--- src/rtl/approx_pkg.sv ---
// ============================================================================
// Module      : approx_pkg
// Description : Shared widths, output-slot state encoding and arithmetic
//               helpers for the approximate-adder arbiter family.
//               OPW  - operand width (signed two's complement)
//               SUMW - sum width (signed, one guard bit)
// Revision    : 1.0 - initial release
// ============================================================================
`default_nettype none

package approx_pkg;

   localparam int OPW  = 8;
   localparam int SUMW = 9;

   typedef enum logic [0:0] {
      EMPTY = 1'b0,
      FULL  = 1'b1
   } slot_state_e;

   // Sign-extend an 8-bit operand to the 9-bit sum width.
   function automatic logic [SUMW-1:0] sext9(input logic [OPW-1:0] x);
      return {x[OPW-1], x};
   endfunction

   // |approx - exact| computed in 10 bits so no difference overflows,
   // then clamped to the largest value a 9-bit unsigned field can hold.
   function automatic logic [SUMW-1:0] abs_diff9(input logic [SUMW-1:0] approx,
                                                 input logic [SUMW-1:0] exact);
      logic [SUMW:0] d;
      logic [SUMW:0] m;
      d = {approx[SUMW-1], approx} - {exact[SUMW-1], exact};
      m = d[SUMW] ? ((SUMW+1)'(0) - d) : d;
      return (m > (SUMW+1)'(511)) ? SUMW'(511) : m[SUMW-1:0];
   endfunction

endpackage

`default_nettype wire

--- src/rtl/rr_arbiter.sv ---
// ============================================================================
// Module      : rr_arbiter
// Description : Round-robin grant over NUM_REQ requesters. The search starts
//               at the stored pointer; on a granted cycle the pointer moves to
//               one past the winner (wrapping), otherwise it holds.
// Ports       : clk, rst_n   - clock, asynchronous active-low reset
//               i_req        - request vector
//               i_en         - grant permitted this cycle
//               o_gnt        - one-hot grant (zero when !i_en or no request)
//               o_gnt_id     - index of the winner (valid when o_gnt_vld)
//               o_gnt_vld    - a grant is issued this cycle
//               o_ptr        - current round-robin start pointer
// Revision    : 1.0 - initial release
// ============================================================================
`default_nettype none

module rr_arbiter #(
   parameter int NUM_REQ = 4,
   parameter int ID_W    = 2
) (
   input  logic               clk,
   input  logic               rst_n,
   input  logic [NUM_REQ-1:0] i_req,
   input  logic               i_en,
   output logic [NUM_REQ-1:0] o_gnt,
   output logic [ID_W-1:0]    o_gnt_id,
   output logic               o_gnt_vld,
   output logic [ID_W-1:0]    o_ptr
);

   logic [ID_W-1:0] r_ptr;
   logic [ID_W-1:0] w_gid;
   logic            w_found;
   logic [ID_W:0]   w_idx;

   // Walk the requesters starting at r_ptr; the first active one wins.
   always_comb begin
      w_found = 1'b0;
      w_gid   = r_ptr;
      w_idx   = '0;
      for (int k = 0; k < NUM_REQ; k++) begin
         w_idx = {1'b0, r_ptr} + (ID_W+1)'(k);
         if (w_idx >= (ID_W+1)'(NUM_REQ)) begin
            w_idx = w_idx - (ID_W+1)'(NUM_REQ);
         end
         if (!w_found && i_req[w_idx[ID_W-1:0]]) begin
            w_found = 1'b1;
            w_gid   = w_idx[ID_W-1:0];
         end
      end
   end

   always_comb begin
      o_gnt = '0;
      if (i_en && w_found) begin
         o_gnt[w_gid] = 1'b1;
      end
   end

   assign o_gnt_id  = w_gid;
   assign o_gnt_vld = i_en && w_found;
   assign o_ptr     = r_ptr;

   always_ff @(posedge clk or negedge rst_n) begin
      if (!rst_n) begin
         r_ptr <= '0;
      end else if (i_en && w_found) begin
         if (w_gid == ID_W'(NUM_REQ-1)) begin
            r_ptr <= '0;
         end else begin
            r_ptr <= w_gid + 1'b1;
         end
      end
   end

endmodule

`default_nettype wire

--- src/rtl/approx_add_arbiter.sv ---
// ============================================================================
// Module      : approx_add_arbiter
// Description : Shares one external combinational 8-bit signed approximate
//               adder among NUM_REQ requesters (round-robin, valid/ready).
//               Each accepted operation is registered with its requester ID,
//               the approximate-vs-exact error, and running error statistics.
// Ports       : clk, rst_n            - clock, asynchronous active-low reset
//               req_valid/a/b         - per-requester request and operands
//               req_ready             - one-hot accept (or zero)
//               add_a/add_b, add_o    - external adder operands / sum
//               cfg_exact             - return exact sum instead of add_o
//               rsp_valid/ready       - result handshake
//               rsp_id/sum/err        - result ID, sum, |add_o - exact|
//               stat_clr              - clear statistics
//               stat_ops/err_sum/max  - op count, saturating error sum, max
// Revision    : 1.0 - initial release
// ============================================================================
`default_nettype none

module approx_add_arbiter
   import approx_pkg::*;
#(
   parameter int NUM_REQ = 4,
   parameter int ID_W    = 2,
   parameter int CNT_W   = 32
) (
   input  logic                   clk,
   input  logic                   rst_n,
   input  logic [NUM_REQ-1:0]     req_valid,
   input  logic [NUM_REQ*OPW-1:0] req_a,
   input  logic [NUM_REQ*OPW-1:0] req_b,
   output logic [NUM_REQ-1:0]     req_ready,
   output logic [OPW-1:0]         add_a,
   output logic [OPW-1:0]         add_b,
   input  logic [SUMW-1:0]        add_o,
   input  logic                   cfg_exact,
   output logic                   rsp_valid,
   input  logic                   rsp_ready,
   output logic [ID_W-1:0]        rsp_id,
   output logic [SUMW-1:0]        rsp_sum,
   output logic [SUMW-1:0]        rsp_err,
   input  logic                   stat_clr,
   output logic [CNT_W-1:0]       stat_ops,
   output logic [CNT_W-1:0]       stat_err_sum,
   output logic [SUMW-1:0]        stat_err_max
);

   slot_state_e     r_state;
   logic [ID_W-1:0] r_rsp_id;
   logic [SUMW-1:0] r_rsp_sum;
   logic [SUMW-1:0] r_rsp_err;
   logic [CNT_W-1:0] r_ops;
   logic [CNT_W-1:0] r_err_sum;
   logic [SUMW-1:0]  r_err_max;

   logic            w_can_accept;
   logic            w_accept;
   logic [ID_W-1:0] w_gid;
   logic [ID_W-1:0] w_ptr;
   logic [ID_W-1:0] w_sel;
   logic [SUMW-1:0] w_exact;
   logic [SUMW-1:0] w_err;
   logic [CNT_W-1:0] w_ops_base;
   logic [CNT_W-1:0] w_sum_base;
   logic [SUMW-1:0]  w_max_base;
   logic [CNT_W:0]   w_sum_ext;

   // A full slot may still accept when it is being drained this cycle.
   assign w_can_accept = (r_state == EMPTY) || rsp_ready;

   rr_arbiter #(
      .NUM_REQ (NUM_REQ),
      .ID_W    (ID_W)
   ) u_rr_arbiter (
      .clk       (clk),
      .rst_n     (rst_n),
      .i_req     (req_valid),
      .i_en      (w_can_accept),
      .o_gnt     (req_ready),
      .o_gnt_id  (w_gid),
      .o_gnt_vld (w_accept),
      .o_ptr     (w_ptr)
   );

   // Idle cycles present the pointed-to requester so the adder inputs
   // only move when the pointer does.
   assign w_sel = w_accept ? w_gid : w_ptr;
   assign add_a = req_a[int'(w_sel)*OPW +: OPW];
   assign add_b = req_b[int'(w_sel)*OPW +: OPW];

   assign w_exact = sext9(add_a) + sext9(add_b);
   assign w_err   = abs_diff9(add_o, w_exact);

   // A clear in the same cycle as an accept starts the statistics from zero.
   assign w_ops_base = stat_clr ? '0 : r_ops;
   assign w_sum_base = stat_clr ? '0 : r_err_sum;
   assign w_max_base = stat_clr ? '0 : r_err_max;
   assign w_sum_ext  = {1'b0, w_sum_base} + {{(CNT_W-SUMW+1){1'b0}}, w_err};

   always_ff @(posedge clk or negedge rst_n) begin
      if (!rst_n) begin
         r_state   <= EMPTY;
         r_rsp_id  <= '0;
         r_rsp_sum <= '0;
         r_rsp_err <= '0;
         r_ops     <= '0;
         r_err_sum <= '0;
         r_err_max <= '0;
      end else begin
         if (w_accept) begin
            r_state   <= FULL;
            r_rsp_id  <= w_gid;
            r_rsp_sum <= cfg_exact ? w_exact : add_o;
            r_rsp_err <= w_err;
            r_ops     <= w_ops_base + 1'b1;
            r_err_sum <= w_sum_ext[CNT_W] ? '1 : w_sum_ext[CNT_W-1:0];
            r_err_max <= (w_err > w_max_base) ? w_err : w_max_base;
         end else begin
            if (r_state == FULL && rsp_ready) begin
               r_state <= EMPTY;
            end
            if (stat_clr) begin
               r_ops     <= '0;
               r_err_sum <= '0;
               r_err_max <= '0;
            end
         end
      end
   end

   assign rsp_valid    = (r_state == FULL);
   assign rsp_id       = r_rsp_id;
   assign rsp_sum      = r_rsp_sum;
   assign rsp_err      = r_rsp_err;
   assign stat_ops     = r_ops;
   assign stat_err_sum = r_err_sum;
   assign stat_err_max = r_err_max;

endmodule

`default_nettype wire

--- config.mk ---
export PLATFORM = sky130hd
export DESIGN_NAME = approx_add_arbiter
export DESIGN_NICKNAME = d
export VERILOG_FILES = /design/src/rtl/approx_pkg.sv /design/src/rtl/rr_arbiter.sv /design/src/rtl/approx_add_arbiter.sv
export SDC_FILE = /design/constraint.sdc
export NUM_CORES = 1
export LEC_CHECK = 0
export ABC_CLOCK_PERIOD_IN_PS = 26700
export BUFFER_PORTS_ARGS = -buffer_cell sky130_fd_sc_hd__buf_4
export CORE_AREA = 2 2 145 147
export CTS_CLUSTER_SIZE = 12
export DETAILED_ROUTE_END_ITERATION = 10
export DIE_AREA = 0 0 147 149
export SLEW_MARGIN = 20
export SYNTH_ARGS = -nofsm -noshare
export SYNTH_HDL_FRONTEND = slang
export SYNTH_HIERARCHICAL = 1
export SYNTH_SLANG_ARGS = --single-unit
--- constraint.sdc ---
create_clock -name clk -period 26.7 [get_ports clk]
set_clock_uncertainty 0.15 [all_clocks]
set_input_delay 1.335 -clock clk [delete_from_list [all_inputs] [get_ports clk]]
set_output_delay 1.335 -clock clk [all_outputs]
set_load 0.005 [all_outputs]
==> After elaboration in Yosys (flattened, before gate mapping) <==
Cells that the tools add are included.
Widths: inputs -> output; s select.
{ "word_totals": {"ff_bits": 96, "input_bits": 82, "out_inout_bits": 114, "wordCells": 86} }
{ "classes": {"n_addsub": 13, "magnitude_cmp": 12, "n_eq_ne": 1, "shifts": 2, "muxes": 38, "bitwise_logic": 1, "reduce_logical": 11} }
{ "op_table": {"columns": ["cell", "count"], "rows": [
  ["$mux 32", 5],
  ["$shiftx 32x6->8", 2],
  ["$mux 9", 5],
  ["$add 32x9->33", 1],
  ["$add 32x1->32 const B", 1],
  ["$mux 2", 10],
  ["$lt 2x3->1 const B", 5],
  ["$mux 1", 11],
  ["$gt 10x9->1 const B", 1],
  ["$mux 10", 1],
  ["$sub 1x10->10 const A", 1],
  ["$sub 9x9->10", 1],
  ["$add 8x8->9", 1],
  ["$ge 3x3->1 const B", 3],
  ["$gt 9x9->1", 1],
  ["$bmux 1 s2", 4],
  ["$sub 2x1->2 const B", 4],
  ["$add 2x2->3 const B", 2],
  ["$logic_and 1x1->1", 6],
  ["$mux 4", 1],
  ["$add 2x1->3 const B", 1],
  ["$ge 2x3->1 const B", 1],
  ["$logic_not 1->1", 3],
  ["$add 2x1->2 const B", 1],
  ["other kinds (6)", 6]
]} }

==> Longest topological paths before layout <==
{ "depth": {"word_depth": 26, "depth_mapped": 38, "ltp_nobuf": 35} }

==> Hierarchy <==
Netlist, hierarchy kept.
{ "by_module_without_submodules": {"columns": ["mod", "n_inst", "cells_per_inst", "area_per_inst_um2", "seq_area_each_um2"], "rows": [
  ["approx_add_arbiter", 1, 794, 7185.6, 2352.3],
  ["rr_arbiter", 1, 35, 271.5, 50.0]
]} }

==> Worst setup path after synthesis <==
OpenSTA, ideal clock, no wires.
{ "synth_timing": {"path_kind": "input to register", "startpoint": "input port req_valid[0]", "endpoint": "register r_err_sum[23] (netlist: stat_err_sum[23])", "setup_ps": 83, "t_arrival_ps": 9621, "required_time_ps": 26467, "path_slack_ps": 16846, "path_stages": 37, "n_path_buf": 3, "path_cell_list": "o41ai_2 > inv_2 > clkbuf_1 > mux2i_1 > clkbuf_1 > mux4_2 > ha_1 > fa_1 > a211oi_2 > nor2_2 > o21a_1 > nor2_1 > nor2_1 > nor4_1 > a21oi_1 > ha_1 > or3b_2 > nand2_1 > o21ai_0 > a31o_2 > a2111oi_4 > nand2_1 > and2_1 > inv_1 > ha_1 > a21oi_1 > nand2_1 > o311ai_0 > o22ai_1 > o21ai_0 > o211ai_1 > and4_1 > o311a_1 > buf_2 > nand4_1 > xor2_1 > o21ai_0"} }
{ "synth_via": {"elab_chain_len": 24, "word_cells_on_any_way": 35, "cone_classes": "add/sub: 4; order compare: 1; shift: 2; mux: 21; reduce/logical: 7"} }
{ "synth_rtl": {"columns": ["item", "line", "source"], "rows": [
  ["start: declaration", "approx_add_arbiter.sv:29", "input logic [NUM_REQ-1:0] req_valid,"],
  ["$bmux 1 s2", "rr_arbiter.sv:46", "if (!w_found && i_req[w_idx[ID_W-1:0]]) begin"],
  ["$mux 1 (not written as such)", "rr_arbiter.sv:46", null],
  ["$mux 1", "rr_arbiter.sv:46", null],
  ["$logic_not 1->1", "rr_arbiter.sv:46", null],
  ["$logic_and 1x1->1", "rr_arbiter.sv:46", null],
  ["$mux 1", "rr_arbiter.sv:46", null],
  ["$logic_not 1->1", "rr_arbiter.sv:46", null],
  ["$logic_and 1x1->1", "rr_arbiter.sv:46", null],
  ["(+5 left out)", null, null],
  ["named net w_accept", "approx_add_arbiter.sv:57", "logic w_accept;"],
  ["(+2 left out)", null, null],
  ["named net add_a[0]", "approx_add_arbiter.sv:33", "output logic [OPW-1:0] add_a,"],
  ["(+2 left out)", null, null],
  ["$sub 1x10->10", "approx_pkg.sv:33", "m = d[SUMW] ? ((SUMW+1)'(0) - d) : d;"],
  ["$mux 10 (*)", "approx_pkg.sv:33", null],
  ["$gt 10x9->1", "approx_pkg.sv:34", "return (m > (SUMW+1)'(511)) ? SUMW'(511) : m[SUMW-1:0];"],
  ["$mux 9 (*)", "approx_pkg.sv:34", null],
  ["named net w_err[0]", "approx_add_arbiter.sv:62", "logic [SUMW-1:0] w_err;"],
  ["$add 32x9->33 (*)", "approx_add_arbiter.sv:98", "assign w_sum_ext = {1'b0, w_sum_base} + {{(CNT_W-SUMW+1){1'b0}}, w_err};"],
  ["$mux 32 (*)", "approx_add_arbiter.sv:116", "r_err_sum <= w_sum_ext[CNT_W] ? '1 : w_sum_ext[CNT_W-1:0];"],
  ["$mux 32 (*)", "approx_add_arbiter.sv:110", "if (w_accept) begin"],
  ["end signal: assignment", "approx_add_arbiter.sv:116", null],
  ["end: declaration", "approx_add_arbiter.sv:53", "logic [CNT_W-1:0] r_err_sum;"]
]} }
Mark *: on every way through the listed nets, which the timed path passes. The rest lies on a longest branch. The select of a mux whose other input is x is not followed.
A chain may end at the register's enable or synchronous reset.

==> Worst setup path after layout <==
{ "layout_timing": {"startpoint": "input port req_valid[0]", "endpoint": "register r_err_sum[19] (netlist: stat_err_sum[19])"} }
{ "layout_via": {"elab_chain_len": 24, "word_cells_on_any_way": 35, "cone_classes": "add/sub: 4; order compare: 1; shift: 2; mux: 21; reduce/logical: 7"} }
{ "layout_rtl": {"columns": ["item", "line"], "rows": [
  ["$bmux 1 s2", "rr_arbiter.sv:46"],
  ["$mux 1 (not written as such)", "rr_arbiter.sv:46"],
  ["$mux 1", "rr_arbiter.sv:46"],
  ["$logic_not 1->1", "rr_arbiter.sv:46"],
  ["$logic_and 1x1->1", "rr_arbiter.sv:46"],
  ["$mux 1", "rr_arbiter.sv:46"],
  ["$logic_not 1->1", "rr_arbiter.sv:46"],
  ["$logic_and 1x1->1", "rr_arbiter.sv:46"],
  ["(+5 left out)", null],
  ["named net w_accept", "approx_add_arbiter.sv:57"],
  ["(+4 left out)", null],
  ["$sub 1x10->10", "approx_pkg.sv:33"],
  ["$mux 10 (*)", "approx_pkg.sv:33"],
  ["$gt 10x9->1", "approx_pkg.sv:34"],
  ["$mux 9 (*)", "approx_pkg.sv:34"],
  ["named net w_err[0]", "approx_add_arbiter.sv:62"],
  ["$add 32x9->33 (*)", "approx_add_arbiter.sv:98"],
  ["$mux 32 (*)", "approx_add_arbiter.sv:116"],
  ["$mux 32 (*)", "approx_add_arbiter.sv:110"]
]} }
Marks and branches as above.

==> results.md <==
* Asr flop ratio synth at 1.00
* Yosys Warn Count at 6
* Area Growth Syn to Fin at 27.0%
* Worst EP arrival at 10.06 ns
* Period utilization at 0.372
* WHS at 0.339 ns
* Yosys reg bits at 96
* CTS sink count at 96
* Placer Congestion at between 0.9 and 1
* Vias in the first global route at 6760
* RSZ-0062 raised after global routing: false
* Leading post-synthesis cells by cell area: dfrtp_1 (32%), ha_1 (4.9%), mux4_2 (4.8%)
* PostCTS Resize Cnt at 0
* Core area at between 20000 and 25000 sq um
* CP max FO at 59
* Status: finished, final reports clean
* Die outline height at 149 um
* Mapped Cells at between 800 and 900
* Dpl hpwl at around 18 mm
* Largest net degree at the start of global routing at 70
* Initial core utilization at 0.363
* Synth Cell Area at 7460 sq um
* Yosys cell types at 84
* Grt ovf at 0
* Number of I/O port buffers at 195
* Crit path from: req_valid[0]
* Mapped Nets at 943
* Setup TNS at 0 ns
* IO Pins at 196
* Die W at 147 um
* Post-detailed-route count of antenna-violating nets at 0
* Crit start category: input pin
* Wirelength per Cell at 17.8 um
* Area share of the largest cell type after synthesis at 0.322
* Final nets at approximately 1.1k
* Post-synth top flop: dfrtp_1
* Rows at 53
* Post-Place Cells at 1270
* CP peak stage delay at 0.51 ns
* CTS tree: done
* Yosys top cell by area: dfrtp_1
* Initial antenna violation count at 0
* Post-synth EDFFs at 0
* Root Driver: clkbuf_16
* Synthesized area per cell at between 8 and 9 sq um
* Fin. Hold Viols at 0
* Vias per cell at 5.41
* Data required, critical path at 26.83 ns
* Worst skew pair latency at approximately 0.36 ns
* CP endpoint kind: flip-flop
* Tot GR Track Use at 0.209
* DRT Pass-1 Iters at 5
* Max Cap Viol at 0
* Final instance count without filler cells at 1286
* HP Start: rsp_err[7]
* Min-delay worst type: reg2reg
* Critical path's top delay family: compound AO/OA/AOI/OAI gates
* Initial DRC count at about 360
* Relative slew slack at 0.398
* First-pass GRT wire length at 36.3 mm
* Slowest CP cell: o311a_1
* Post-CTS setup repair buffer count at 0
* DRC viols at 0
* Clk slew on worst S/H paths at about 0.070 ns
* Register area share after synthesis at 0.322
* H-tree Lvls at 3
* Layout cells sized above 1 at 0.269
* Max-slew violation count at 0
* Clock buffer depth at 2
* WS Path Type: in2reg
* TritonCTS Buffers at 9
* Post-Route Utilization at 0.461
* Routed WL at 22.9 mm
* DIE AREA at roughly 22000 sq um
* Final setup viols at 0
* N_diodes at 0
* Actual slew at the worst max-slew pin at 0.903 ns
* Tmin final at 9.93 ns
* Hold bufs inserted after CTS at 0
* Routed vias at 6953
* Crit Reg-Reg Startpoint: u_rr_arbiter/o_ptr[1]
* Max frequency at 101 MHz
* Buf+Inv Stages, Crit Path at 5
[final timing paths]
path,slack [ns],endpoint,cells after the start
hold reg to reg,0.34,rsp_err[7],1
hold / removal,0.34,rsp_err[7],1
min in group asynchronous,0.75,stat_err_sum[1],1
max in group asynchronous,24.41,stat_err_sum[18],2
setup reg to reg,17.41,stat_err_sum[19],36
setup / recovery,16.77,stat_err_sum[19],37
[synth_stat cells, types with 3 or more instances]
cell type and n:
dfrtp_1 96, nand2_1 89, nor2_1 74, a21oi_1 40
nor2b_1 35, xnor2_1 35, nand3_1 33, o21ai_0 30
ha_1 29, inv_1 26, mux2i_1 24, xor2_1 23
clkbuf_1 21, nand4_1 19, nor3_1 19, and3_1 18
mux4_2 16, a31oi_1 15, or3_1 14, and2_1 11
o211ai_1 10, a211oi_1 9, a21o_1 9, mux2_2 7
buf_1 6, o22ai_1 6, nand2b_1 5, nor3b_1 5
o21a_1 5, o21ai_1 5, or4b_1 5, a21oi_2 4
nor4_1 4, o31ai_1 4, a2111oi_4 3, a211o_1 3
and4_1 3, buf_2 3, fa_1 3, nor4_2 3
o311a_1 3, o31a_1 3
[layer usage]
layer  global-route usage  share of wire  up-vias
met5                    0              0        -
met1                0.267           0.44     3294
met4               0.0471          0.012        0
met2                0.363           0.49      242
li1                     -              -     3403
met3               0.0486          0.062       14
[through the flow]
step / setup slack, ns / area, sq um
finish: 16.77 / 9470
CTS: 16.78 / 9470
global route: 16.02 / 9470
floorplan: 16.85 / 7460
global placement: 16.63 / 9160
detailed placement: 16.45 / 9160
[flip-flops by register name, indices dropped and copies added (netlist names)]
signal and flops:
u_rr_arbiter/o_ptr 2, rsp_valid 1, rsp_err 9, stat_ops 32, rsp_id 2, stat_err_max 9, rsp_sum 9, stat_err_sum 32
[kinds of logic (layout without fill, tap and decap cells)]
kind of cell | after synthesis | after routing | synth area share
AND/OR/NAND/NOR | 348 | 348 | 0.238
adder cells (fa/ha/maj) | 33 | 33 | 0.0581
XOR/XNOR | 58 | 58 | 0.0681
flip-flops | 96 | 96 | 0.322
multiplexers | 49 | 49 | 0.0941
AO/OA/AOI/OAI | 183 | 183 | 0.185
buffers and inverters | 62 | 244 | 0.0349
[placed cells by master, fill, tap and decap left out, types with 5 or more instances in the layout]
cell,instances
nor2b_1,35
o211ai_1,10
nor3b_1,5
o21ai_0,30
buf_4,201
nor3_1,19
or3_1,14
xnor2_1,35
a211oi_1,9
a21oi_1,40
o21a_1,5
inv_1,26
nand2b_1,5
ha_1,29
and3_1,18
a21o_1,9
a31oi_1,15
and2_1,11
nand3_1,33
o21ai_1,5
clkbuf_16,9
dfrtp_1,96
o22ai_1,6
nor2_1,74
nand4_1,19
mux2_2,7
or4b_1,5
mux4_2,16
nand2_1,89
mux2i_1,22
xor2_1,23
[area by class of cell]
type                            count  area [sq um]
Tap cell                          275           344
Inverter                           27           101
Clock inverter                      7          88.8
Clock buffer                        9           225
Timing Repair Buffer              201          1510
Fill cell                        2051         11100
Sequential cell                    96          2400
Multi-Input combinational cell    671          4800
Power is left out: the tool's default activity adds up to more than one toggle a clock period on the data nets, which glitch-free logic cannot reach.
